File: src/rtl/bsg_manycore_reset_sequencer.sv
// Staggered multi-channel reset/bring-up sequencer with tag-done collection and timeout.
// Optional bring-up cycle counter enabled by defining BSG_RESET_SEQ_CYCLE_STATS_EN.
module bsg_manycore_reset_sequencer #(
  parameter int unsigned num_channels_p     = 4,
  parameter int unsigned hold_cycles_p      = 16,
  parameter int unsigned stagger_cycles_p   = 4,
  parameter int unsigned done_sync_stages_p = 3,
  parameter int unsigned timeout_cycles_p   = 4096
) (
  input  logic                      clk_i,
  input  logic                      reset_n_i,
  input  logic                      start_i,
  input  logic [num_channels_p-1:0] tag_done_i,
  output logic [num_channels_p-1:0] chan_reset_o,
  output logic                      host_reset_o,
  output logic                      all_done_o,
  output logic                      timeout_o,
  output logic [num_channels_p-1:0] pending_o,
  output logic [2:0]                state_o
`ifdef BSG_RESET_SEQ_CYCLE_STATS_EN
  ,
  output logic [31:0]               bringup_cycles_o
`endif
);

  localparam int unsigned HoldW = (hold_cycles_p > 1) ? $clog2(hold_cycles_p) : 1;
  localparam int unsigned StagW = (stagger_cycles_p > 1) ? $clog2(stagger_cycles_p) : 1;
  localparam int unsigned IdxW  = (num_channels_p > 1) ? $clog2(num_channels_p) : 1;
  localparam int unsigned SyncW = (done_sync_stages_p > 1) ? $clog2(done_sync_stages_p) : 1;
  localparam int unsigned ToW   = (timeout_cycles_p > 1) ? $clog2(timeout_cycles_p) : 1;

  localparam logic [HoldW-1:0] HoldLast = HoldW'(hold_cycles_p - 1);
  localparam logic [StagW-1:0] StagLast =
    StagW'((stagger_cycles_p > 0) ? stagger_cycles_p - 1 : 0);
  localparam logic [IdxW-1:0]  IdxLast  = IdxW'(num_channels_p - 1);
  localparam logic [SyncW-1:0] SyncLast = SyncW'(done_sync_stages_p - 1);
  localparam logic [ToW-1:0]   ToLast   = ToW'(timeout_cycles_p - 1);

  typedef enum logic [2:0] {
    StHold     = 3'd0,
    StStagger  = 3'd1,
    StWaitDone = 3'd2,
    StSync     = 3'd3,
    StRun      = 3'd4,
    StError    = 3'd5
  } state_e;

  state_e                    state_q;
  logic [HoldW-1:0]          hold_cnt_q;
  logic [StagW-1:0]          stag_cnt_q;
  logic [IdxW-1:0]           idx_q;
  logic [IdxW-1:0]           idx_nxt;
  logic [ToW-1:0]            to_cnt_q;
  logic [SyncW-1:0]          sync_cnt_q;
  logic [num_channels_p-1:0] chan_reset_q;
  logic [num_channels_p-1:0] done_q;
  logic [num_channels_p-1:0] done_nxt;
  logic [num_channels_p-1:0] frozen_q;
  logic                      go_hold;

  always_comb begin
    // A done level only counts once the channel is out of reset.
    done_nxt = done_q | (tag_done_i & ~chan_reset_q);
    idx_nxt  = idx_q + 1'b1;
    go_hold  = 1'b0;
    case (state_q)
      StRun, StError:                        go_hold = start_i;
      StHold, StStagger, StWaitDone, StSync: go_hold = 1'b0;
      default:                               go_hold = 1'b1;
    endcase
  end

  always_ff @(posedge clk_i) begin
    if (!reset_n_i || go_hold) begin
      state_q      <= StHold;
      hold_cnt_q   <= '0;
      stag_cnt_q   <= '0;
      idx_q        <= '0;
      to_cnt_q     <= '0;
      sync_cnt_q   <= '0;
      chan_reset_q <= '1;
      done_q       <= '0;
      frozen_q     <= '0;
    end else begin
      done_q <= done_nxt;
      case (state_q)
        StHold: begin
          if (hold_cnt_q == HoldLast) begin
            hold_cnt_q <= '0;
            stag_cnt_q <= '0;
            idx_q      <= '0;
            to_cnt_q   <= '0;
            if (stagger_cycles_p == 0) begin
              chan_reset_q <= '0;
              state_q      <= StStagger;
            end else begin
              chan_reset_q[0] <= 1'b0;
              state_q         <= (num_channels_p == 1) ? StWaitDone : StStagger;
            end
          end else begin
            hold_cnt_q <= hold_cnt_q + 1'b1;
          end
        end
        StStagger: begin
          if (stagger_cycles_p == 0) begin
            to_cnt_q <= '0;
            state_q  <= StWaitDone;
          end else if (stag_cnt_q == StagLast) begin
            stag_cnt_q            <= '0;
            idx_q                 <= idx_nxt;
            chan_reset_q[idx_nxt] <= 1'b0;
            if (idx_nxt == IdxLast) begin
              to_cnt_q <= '0;
              state_q  <= StWaitDone;
            end
          end else begin
            stag_cnt_q <= stag_cnt_q + 1'b1;
          end
        end
        StWaitDone: begin
          if (&done_nxt) begin
            sync_cnt_q <= '0;
            state_q    <= StSync;
          end else if (to_cnt_q == ToLast) begin
            frozen_q <= ~done_nxt;
            state_q  <= StError;
          end else begin
            to_cnt_q <= to_cnt_q + 1'b1;
          end
        end
        StSync: begin
          if (sync_cnt_q == SyncLast) begin
            state_q <= StRun;
          end else begin
            sync_cnt_q <= sync_cnt_q + 1'b1;
          end
        end
        default: ;
      endcase
    end
  end

  always_comb begin
    pending_o = '0;
    if (state_q == StWaitDone) begin
      pending_o = ~done_q;
    end else if (state_q == StError) begin
      pending_o = frozen_q;
    end
  end

  assign chan_reset_o = chan_reset_q;
  assign host_reset_o = (state_q != StRun);
  assign all_done_o   = (state_q == StRun);
  assign timeout_o    = (state_q == StError);
  assign state_o      = state_q;

`ifdef BSG_RESET_SEQ_CYCLE_STATS_EN
  logic [31:0] cycles_q;

  always_ff @(posedge clk_i) begin
    if (!reset_n_i || go_hold) begin
      cycles_q <= '0;
    end else if (state_q != StRun && state_q != StError && cycles_q != '1) begin
      cycles_q <= cycles_q + 32'd1;
    end
  end

  assign bringup_cycles_o = cycles_q;

`ifndef SYNTHESIS
  always_ff @(posedge clk_i) begin
    if (reset_n_i && state_q == StSync && sync_cnt_q == SyncLast) begin
      $display("[%m] bring-up took %0d cycles", (cycles_q == '1) ? cycles_q : cycles_q + 32'd1);
    end
  end
`endif
`endif

endmodule

File: config.mk
export PLATFORM = sky130hd
export DESIGN_NAME = bsg_manycore_reset_sequencer
export DESIGN_NICKNAME = d
export VERILOG_FILES = /design/src/rtl/bsg_manycore_reset_sequencer.sv
export SDC_FILE = /design/constraint.sdc
export NUM_CORES = 1
export LEC_CHECK = 0
export ABC_AREA = 0
export CORE_UTILIZATION = 45
export DETAILED_ROUTE_END_ITERATION = 8
export PLACE_DENSITY = 0.66
export SETUP_SLACK_MARGIN = 0.15
export SYNTH_ARGS = -nofsm -noshare
export SYNTH_HDL_FRONTEND = slang
export SYNTH_SLANG_ARGS = --single-unit
File: constraint.sdc
create_clock -name clk_i -period 5.95 [get_ports clk_i]
set_input_delay 0.595 -clock clk_i [delete_from_list [all_inputs] [get_ports clk_i]]
set_output_delay 0.595 -clock clk_i [all_outputs]
set_load 0.01 [all_outputs]
Word-level counts from Yosys, hierarchy flattened
Index checks and enable logic that the tools add are counted.
Storage, ports and cells
  logic and storage cells: 93
  output and inout port bits: 14
  input port bits: 7
  flip-flop bits (word level): 37
Operators by class
  bitwise gates (word level): 8
  eq/ne operators: 20
  reduce and logical (&&, ||, !) cells: 18
  mux-type cells: 30
  magnitude comparators: 2
  $add $sub $neg: 5
Operator list (number)
  $mux 12: 5
  $pmux 12 s3: 1
  $mux 3: 6
  $ne 2x2->1 const B: 8
  $not 4->4: 4
  $add 12x1->12 const B: 1
  $eq 12x12->1 const B: 1
  $mux 4: 3
  $pmux 2 s2: 3
  $pmux 3 s4: 1
  $reduce_and 6->1: 2
  $mux 2: 5
  $reduce_and 3->1: 3
  $and 4x4->4: 2
  $add 2x1->2 const B: 3
  $eq 2x2->1 const B: 3
  $eq 3x2->1 const B: 2
  $eq 3x3->1 const B: 2
  $ne 3x3->1 const B: 2
  $add 4x1->4 const B: 1
  $eq 4x4->1 const B: 1
  $or 4x4->4: 1
  $pmux 1 s2: 2
  $reduce_and 2->1: 2
  16 further kinds: 19

Depth between registers and ports, before layout
Gate-level depths: netlist (run 1).
  depth in word-level cells: 9
  depth in mapped cells: 8
  mapped depth without buffers: 7

Worst setup path before layout (run 1)
OpenSTA, ideal clock, no wires.
  kind: register -> output
  start point: reg state_q[2] (netlist: state_o[2])
  end point: out pending_o[0]
  data required time: 5.355 ns
  cell stages (with the launch flop): 6
  setup slack: 3.893 ns
  path buffers: 3
  data arrival time: 1.462 ns
  path through: dfxtp_1 > buf_6 > or3b_1 > buf_6 > clkbuf_1 > o21ai_0
Between the ends
  cells in the longest elaborated chain, start to end: 3
  elaborated cells on any way between the ends: 4
  those cells by class: eq/ne (2); mux (2)
Ends and longest elaborated chain
  start, declared: line 48  | state_e state_q;
  start signal, assigned: line 75  | state_q <= StHold;
  start signal, assigned: line 95  | state_q <= StStagger;
  start signal, assigned: line 98  | state_q <= (num_channels_p == 1) ? StWaitDone : StStagger;
  $eq 3x3->1: line 147  | end else if (state_q == StError) begin
  $mux 4: line 147
  $mux 4 *: line 145  | if (state_q == StWaitDone) begin
  end, declared: line 18  | output logic [num_channels_p-1:0] pending_o,
Every way passes the cells marked *; elsewhere a longest branch is shown, timed or not.

Worst setup path in the final report (run 1)
  start point: reg state_q[0] (netlist: state_o[0])
  end point: out pending_o[0]
Same word-level chain as after synthesis.

==> out/results.env, run 1 <==
OUTCOME='finished, final reports clean'
ANT_NETS=0
AREA_GROWTH_SYN_TO_LAYOUT_PCT=13.98
DRC=0
TOTALPOWERFINAL_mW=0.4374
CTS_SETUP_BUFFERS=0
ASYNCSETRESETFLOPFRACSYNTH_PCT=0
DR.FIRST_ITER.DRC_COUNT=126
SYN_INST=239
SYNTHDISTINCTLIBCELLS=50
COUNT_OF_CLOCK_TREE_SINKS=37
GRT_USE_MET1_PCT=23.42
ROUTABILITYCONGESTION=0.7157
CRITICAL_PATH.STARTPOINT_TYPE='flop'
WORSTSETUPENDPOINTTYPE='output port'
SYNTH.FF_LATCH_COUNT=37
CLOCK_SKEW_NS=0.008440
ROUTE.DETAILED.VIAS_PER_INST=5.564
CTS_ROOT_BUF='sky130_fd_sc_hd__clkbuf_8'
HTREEDEPTH=2
POST_CTS_HOLD_BUFFER_COUNT=0
CP_CELL_SEQUENCE='or3b_1 -> o21ai_0 -> clkdlybuf4s50_1'
FINALSETUPVIOLATIONS=0
CRIT_FANOUT=20
CLOCK_LATENCY_REPORTED_FOR_THE_LATE_SIDE_OF_THE_WORST_SKEW_PAIR_NS=0.29
GR-USAGE-MET2_PCT=33.58
POWER_LEAKAGE_nW=0.7902
DRV_SLEW=0
CTSRESIZECOUNT=0
SYNTH_ENABLE_FLOP_CELLS=0
CPPEAKSTAGEDELAY_NS=0.74
NETLIST_AREA_MM2=0.001978
PORT_BUFFERS=20
FINALCRITPERIODSHARE_PCT=48.94
CRITICAL_PATH_BUF_INV_COUNT=1
SYNTH_SEQ_AREA_SHARE_PCT=37.44
SETUP_SLACK_NS=3.038
CRITICAL_PATH_ARRIVAL_NS=2.32
SYNTH_TOP_AREA_CELL='sky130_fd_sc_hd__dfxtp_1'
FINAL-HOLD-VIOLATION-COUNT=0
FLOORPLAN.INITIALDENSITY_PCT=48.07
GRT_MAX_DEGREE=30
CTS.REPORTEDPATHS.CLKPINSLEW_NS=0.07
YS_DOMINANT_REG_CELL='sky130_fd_sc_hd__dfxtp_1'
CRITICAL-PATH-SLOWEST-CELL='sky130_fd_sc_hd__or3b_1'
DETAILEDROUTE.FIRSTPASSITERATIONCOUNT=4
IRDROPWORSTVDD_mV=0.1202
MAXSLEWHEADROOM_PCT=52.64
YS_WARN_COUNT=0
REQUIRED_NS=5.36
CLOCK_PATH_BUFFERS=2
FINALCRITICALPERIOD_NS=2.912
POWER_DENSITY_mW_PER_MM2=194.0
INSERTEDDIODECOUNT=0
PRECTSSETUPSLACK_NS=3.306
UTILIZATION_PCT=54.79
GRT_PASS1_VIAS=1502
FLOORPLAN.DIE.WIDTH_UM=68.30
ROUTED_LENGTH_PER_INSTANCE_UM=13.85
GRT_BUSIEST_LAYER='met2'
GRT_ANTENNA_BEFORE_REPAIR=0
CTS_TREE='built'
GRT_PASS1_WL_UM=6782
SYNTH.NET_COUNT=254
GLOBAL_ROUTE.USAGE.TOTAL_PCT=19.73
TIMING_WORST_SETUP_PATH_TYPE='flop to output port'
RSZ0062_AT_GRT='false'
SYNTH_TOP_CELL_AREA_SHARE_PCT=37.44
GLOBALROUTEOVERFLOWTOTAL=0
MAX_CAP_VIOLATIONS=0
TIMING_WORST_SLEW_PIN_VALUE_NS=0.7104
MAX_FREQ_MHz=343.4
CTS-BUFFERS-INSERTED=5
DRIVE_ABOVE_1_SHARE_PCT=7.451
DIE_FOOTPRINT_MM2=0.004665
FINAL_NETS=269
DR_TOTAL_VIAS=1697
POSTSYNTHAREAPERCELL_UM2=8.277
WHS_NS=0.4629
TOTALWIRELENGTH_UM=4223
NUM_ROWS=23
SUM_OF_NEGATIVE_SETUP_SLACK_NS=0
CRITICAL_PATH.TOP_DELAY_FAMILY='simple AND/OR/NAND/NOR gates'
DIE_Y_UM=68.30
IOPINCOUNT=21
GR-USAGE-MET3_PCT=5.000
PLACEABLECOREAREA_MM2=0.004115
MIN-DELAY-PATH-CLASS='flop to flop'
PLACE.DETAILED.HPWL_UM=2900
NETLIST_TOP_CELLS_AREA='sky130_fd_sc_hd__dfxtp_1 37%, sky130_fd_sc_hd__nor2_1 5.9%, sky130_fd_sc_hd__nand2_1 5.5%'
## flip-flops by register name, indices dropped and copies added (netlist names)
name / cells
chan_reset_o: 4
done_q: 4
frozen_q: 4
hold_cnt_q: 4
idx_q: 2
stag_cnt_q: 2
state_o: 3
sync_cnt_q: 2
to_cnt_q: 12
## cells in the final DEF, fill, tap and decap left out, types with 2 or more instances in the layout
| cell | count |
|---|---|
| sky130_fd_sc_hd__o311ai_1 | 5 |
| sky130_fd_sc_hd__nand4b_1 | 2 |
| sky130_fd_sc_hd__o21ai_1 | 4 |
| sky130_fd_sc_hd__and3_1 | 5 |
| sky130_fd_sc_hd__clkdlybuf4s50_1 | 20 |
| sky130_fd_sc_hd__a21o_1 | 3 |
| sky130_fd_sc_hd__nor3_1 | 4 |
| sky130_fd_sc_hd__inv_1 | 10 |
| sky130_fd_sc_hd__o31ai_1 | 6 |
| sky130_fd_sc_hd__a21oi_1 | 9 |
| sky130_fd_sc_hd__ha_1 | 8 |
| sky130_fd_sc_hd__a21oi_2 | 2 |
| sky130_fd_sc_hd__a22oi_1 | 2 |
| sky130_fd_sc_hd__o21ai_0 | 8 |
| sky130_fd_sc_hd__or4_1 | 4 |
| sky130_fd_sc_hd__o22ai_1 | 2 |
| sky130_fd_sc_hd__nand2_1 | 29 |
| sky130_fd_sc_hd__dfxtp_1 | 37 |
| sky130_fd_sc_hd__clkinv_2 | 2 |
| sky130_fd_sc_hd__clkbuf_8 | 5 |
| sky130_fd_sc_hd__or3_1 | 5 |
| sky130_fd_sc_hd__o211ai_1 | 5 |
| sky130_fd_sc_hd__a31oi_1 | 3 |
| sky130_fd_sc_hd__nor2b_1 | 6 |
| sky130_fd_sc_hd__and2_1 | 2 |
| sky130_fd_sc_hd__nand4_1 | 4 |
| sky130_fd_sc_hd__nor2_1 | 31 |
| sky130_fd_sc_hd__nand3_1 | 8 |
| sky130_fd_sc_hd__o31ai_2 | 2 |
## logic make-up after synthesis
family / after synthesis / synth area share [%]
compound gates: 64 / 23.91
flops: 37 / 37.44
fa+ha+maj: 8 / 5.060
mux: 1 / 0.5692
buf+inv: 23 / 5.755
xor+xnor: 1 / 0.4428
simple gates: 105 / 26.82
## layer usage
metal / part of all wire, % / vias up
li1: - / 897
met3: 2.9 / 5
met2: 45 / 18
met4: 1.3 / 0
met5: 0 / -
met1: 51 / 777
## worst reg2reg max path: stages, from the launching register on
cell and delay [ns]:
sky130_fd_sc_hd__dfxtp_1 0.45, sky130_fd_sc_hd__or3b_1 0.74, sky130_fd_sc_hd__nor4_4 0.71, sky130_fd_sc_hd__nor2_1 0.14, sky130_fd_sc_hd__nand2b_2 0.18, sky130_fd_sc_hd__o211ai_1 0.13
## power by group
| part | internal (mW) | switching, mW | leakage, nW | total (mW) |
|---|---|---|---|---|
| registers | 0.249 | 0.00194 | 0.299 | 0.251 |
| logic | 0.00678 | 0.00800 | 0.447 | 0.0148 |
| clock network | 0.0812 | 0.0902 | 0.0450 | 0.171 |
| total | 0.337 | 0.100 | 0.790 | 0.437 |
## final cells by class
cell class	instances	area, µm²
clock buffer	6	72.57
clock inverter	2	10.01
fill	408	1861
inverter	10	37.54
multi-input combinational	179	1124
sequential	37	740.7
tap	50	62.56
timing repair buffer	21	207.7
## metrics by stage
step                      area, µm²  instances
final                          2255        305
after global routing           2255        305
after CTS                      2255        305
after detailed placement       2172        297
after global placement         2172        297
after floorplan                1978        239
## synthesized netlist by cell type (2+ instances only)
master,n
sky130_fd_sc_hd__inv_1,10
sky130_fd_sc_hd__or3_1,5
sky130_fd_sc_hd__o22ai_1,2
sky130_fd_sc_hd__nor2b_1,6
sky130_fd_sc_hd__and2_1,2
sky130_fd_sc_hd__nand3_1,8
sky130_fd_sc_hd__o21ai_1,4
sky130_fd_sc_hd__o31ai_1,6
sky130_fd_sc_hd__ha_1,8
sky130_fd_sc_hd__a31oi_1,3
sky130_fd_sc_hd__a21oi_1,9
sky130_fd_sc_hd__a21oi_2,2
sky130_fd_sc_hd__nand4_1,4
sky130_fd_sc_hd__a22oi_1,2
sky130_fd_sc_hd__o21ai_0,8
sky130_fd_sc_hd__a21o_1,3
sky130_fd_sc_hd__o211ai_1,5
sky130_fd_sc_hd__dfxtp_1,37
sky130_fd_sc_hd__nor2_1,31
sky130_fd_sc_hd__clkbuf_1,9
sky130_fd_sc_hd__o311ai_1,5
sky130_fd_sc_hd__o31ai_2,2
sky130_fd_sc_hd__or4_1,4
sky130_fd_sc_hd__nor3_1,4
sky130_fd_sc_hd__and3_1,5
sky130_fd_sc_hd__nand4b_1,2
sky130_fd_sc_hd__buf_6,2
sky130_fd_sc_hd__nand2_1,29
## final timing paths
| path | startpoint | endpoint | slack (ns) | depth (start not counted) |
|---|---|---|---|---|
| worst min-delay path | chan_reset_o[0] | chan_reset_o[0] | 0.46 | 2 |
| worst max-delay path | state_o[0] | pending_o[0] | 3.04 | 3 |
| worst max register to register | state_o[0] | to_cnt_q[11] | 3.49 | 5 |
| worst min register to register | chan_reset_o[0] | chan_reset_o[0] | 0.46 | 2 |
(Power assumes the default switching activity.)
==> run 2, diff against run 1 <==
Clock period 5.95 ns to 2.7 ns, I/O delays scaled along.
==> run 2 against run 1 <==
  * Total power rose by 120%
  * Sequential share of layout area decreased by 0.31 points
  * Die area stayed put
  * Worst hold slack lost 0.0071 ns
  * Utilization grew 0.52 points
  * Sequential cell count did not move
  * Non-clock buffer count increased by 2
  * First-iteration DRC count stayed put
  * Critical path depth stayed put
  * Register-to-register slack got worse by 2.9 ns
  * Global-route usage decreased by 0.81 points
  * Critical path type unchanged
  * Highest routed layer unchanged
==> out/results.env, run 2 (synthesis gave the netlist of run 1 again) <==
OUTCOME='finished, final reports clean'
GRT_PASS1_WL_UM=6520  # -3.9%
POST_CTS_HOLD_BUFFER_COUNT=0  # unchanged
CRITICAL_PATH.STARTPOINT_TYPE='flop'
PRECTSSETUPSLACK_NS=0.3369  # -2.969 ns
INSERTEDDIODECOUNT=0  # unchanged
MIN-DELAY-PATH-CLASS='flop to flop'
MAXSLEWHEADROOM_PCT=57.20  # +4.6 points
NUM_ROWS=23  # unchanged
CRITICAL_PATH.TOP_DELAY_FAMILY='buffers and inverters'
FINALCRITPERIODSHARE_PCT=86.76
PLACE.DETAILED.HPWL_UM=2939  # +1.4%
FINAL-HOLD-VIOLATION-COUNT=0  # unchanged
CTS_TREE='built'
GLOBALROUTEOVERFLOWTOTAL=0  # unchanged
ROUTE.DETAILED.VIAS_PER_INST=5.703  # +2.5%
CPPEAKSTAGEDELAY_NS=0.57  # -0.17 ns
COUNT_OF_CLOCK_TREE_SINKS=37  # unchanged
IRDROPWORSTVDD_mV=0.2875  # +140%
GLOBAL_ROUTE.USAGE.TOTAL_PCT=18.92  # -0.81 points
SETUP_SLACK_NS=0.3575  # -2.680 ns
DRIVE_ABOVE_1_SHARE_PCT=8.203  # +0.75 points
TOTALWIRELENGTH_UM=4136  # -2.1%
REQUIRED_NS=2.43  # -2.93 ns
SUM_OF_NEGATIVE_SETUP_SLACK_NS=0  # unchanged
FILLCELLCOUNT=396  # -2.9%
FF_LATCH_AREA_UM2=740.7  # unchanged
P_INT_mW=0.7670  # +130%
RSZ0062_AT_GRT='false'
GRT_MAX_DEGREE=21  # -30%
CRITICAL_PATH_BUF_INV_COUNT=1  # unchanged
GRT_ANTENNA_BEFORE_REPAIR=0  # unchanged
MAX_CAP_VIOLATIONS=0  # unchanged
POWER_DENSITY_mW_PER_MM2=427.4  # +120%
DETAILEDROUTE.FIRSTPASSITERATIONCOUNT=4  # unchanged
CLOCK_SKEW_NS=0.009224  # +0.0007839 ns
CTSRESIZECOUNT=2  # +2
CTS_ROOT_BUF='sky130_fd_sc_hd__clkbuf_8'
CLOCK_LATENCY_REPORTED_FOR_THE_LATE_SIDE_OF_THE_WORST_SKEW_PAIR_NS=0.29  # about the same
SWSHARE_PCT=21.14  # -1.7 points
HTREEDEPTH=2  # unchanged
RELATIVE_CONTRIBUTION_OF_COMBINATIONAL_CELLS_TO_TOTAL_POWER_PCT=3.4  # about the same
CTS_SETUP_BUFFERS=0  # unchanged
FINALCRITICALPERIOD_NS=2.343
PORT_BUFFERS=20  # unchanged
POWER.SWITCHING_mW=0.2056  # +110%
ANT_NETS=0  # unchanged
WORSTSETUPENDPOINTTYPE='output port'
CP_CELL_SEQUENCE='or3b_4 -> o21ai_0 -> clkdlybuf4s50_1'
FINALSETUPVIOLATIONS=0  # unchanged
LARGEST-REGISTER='to_cnt_q'
TIMING_WORST_SETUP_PATH_TYPE='flop to output port'
ROUTABILITYCONGESTION=0.7265  # +1.5%
CLOCK_PATH_BUFFERS=2  # unchanged
DIE_FOOTPRINT_MM2=0.004665  # unchanged
FINAL_NETS=271  # +0.74%
CRITICAL-PATH-SLOWEST-CELL='sky130_fd_sc_hd__clkdlybuf4s50_1'
GRT_PASS1_VIAS=1478  # -1.6%
FLOORPLAN.INITIALDENSITY_PCT=48.07  # unchanged
DIE_Y_UM=68.30  # unchanged
COMMONEST_NON_FILL_NON_TAP_CELLS_IN_THE_LAYOUT='37 x sky130_fd_sc_hd__dfxtp_1, 31 x sky130_fd_sc_hd__nor2_1, 29 x sky130_fd_sc_hd__nand2_1'
LARGEST_REG_FLOPS=12  # unchanged
DR.FIRST_ITER.DRC_COUNT=126  # unchanged
CTS.REPORTEDPATHS.CLKPINSLEW_NS=0.07  # about the same
AREA_GROWTH_SYN_TO_LAYOUT_PCT=15.05
PLACEABLECOREAREA_MM2=0.004115  # unchanged
TIMING_WORST_SLEW_PIN_VALUE_NS=0.6420  # -0.06840 ns
ROUTED_LENGTH_PER_INSTANCE_UM=13.52  # -2.4%
DR_TOTAL_VIAS=1745  # +2.8%
CRIT_FANOUT=20  # unchanged
FINAL_COMMON_CELL='sky130_fd_sc_hd__dfxtp_1'
POWER_LEAKAGE_nW=0.8038  # +1.7%
IOPINCOUNT=21  # unchanged
DRC=0  # unchanged
CRITICAL_PATH_ARRIVAL_NS=2.07  # -0.25 ns
MULTIINPUTGATEAREA_MM2=0.001126  # +0.22%
CLOCK_POWER_SHARE_PCT=39.7  # +0.5 points
CTS-BUFFERS-INSERTED=5  # unchanged
FLOORPLAN.DIE.WIDTH_UM=68.30  # unchanged
MAX_FREQ_MHz=426.9
SEQPWRFRAC_PCT=57.0  # -0.4 points
DRV_SLEW=0  # unchanged
==> run 2: cell types whose count changed in the layout (fill, tap and decap cells not counted) <==
| cell | change |
|---|---|
| sky130_fd_sc_hd__or3b_4 | +1 |
| sky130_fd_sc_hd__or3b_1 | -1 |
| sky130_fd_sc_hd__clkbuf_8 | +1 |
| sky130_fd_sc_hd__buf_4 | +2 |
| sky130_fd_sc_hd__clkinv_2 | -2 |
==> run 2: worst min-delay path: stages, from the launching register on <==
cell and delay, ns:
sky130_fd_sc_hd__dfxtp_1 0.31, sky130_fd_sc_hd__nand2_1 0.05, sky130_fd_sc_hd__a21oi_1 0.05
==> run 2: through the flow <==
stage               power [mW]  instance area [µm²]  hold WS [ns]  instances  utilization, %
floorplan               0.5855                 1978        0.4366        239               -
global placement        0.5990                 2187        0.4494        299           53.15
detailed placement      0.5993                 2187        0.4472        299           53.15
CTS                     0.9833                 2276        0.4567        306           55.31
global route             1.006                 2276        0.4877        306           55.31
finish                  0.9726                 2276        0.4557        306           55.31
==> run 2: power groups by stage <==
stage / Clock, mW / Combinational, mW / Sequential [mW]
5_1_grt: 0.416 / 0.0363 / 0.554
4_1_cts: 0.397 / 0.0331 / 0.554
2_1_floorplan: 0 / 0.0200 / 0.565
6_report: 0.386 / 0.0327 / 0.554
3_3_place_gp: 0 / 0.0327 / 0.566
3_5_place_dp: 0 / 0.0330 / 0.566
==> run 2: layout make-up <==
type                            count  area share, %
Multi-Input combinational cell    179          49.48
Clock buffer                        7          3.793
Sequential cell                    37          32.55
Tap cell                           50          2.749
Inverter                           10          1.649
Timing Repair Buffer               23          9.786
==> run 2: path summary, 6_finish.rpt <==
path                             startpoint           end  slack, ns  cells after the start
worst max register to register   state_o[1]   to_cnt_q[7]       0.55                      5
worst min-delay path            frozen_q[2]   frozen_q[2]       0.46                      2
worst min register to register  frozen_q[2]   frozen_q[2]       0.46                      2
worst max-delay path             state_o[1]  pending_o[1]       0.36                      3
==> run 2: per-layer routing <==
layer	routed length, µm	part of all wire (%)	vias to the layer above	global-route usage, %
met5	0	0	-	0
met4	73	1.8	0	8.594
met3	106	2.6	6	4.333
met2	1904	46	19	31.50
met1	2050	50	819	22.91
li1	-	-	901	-
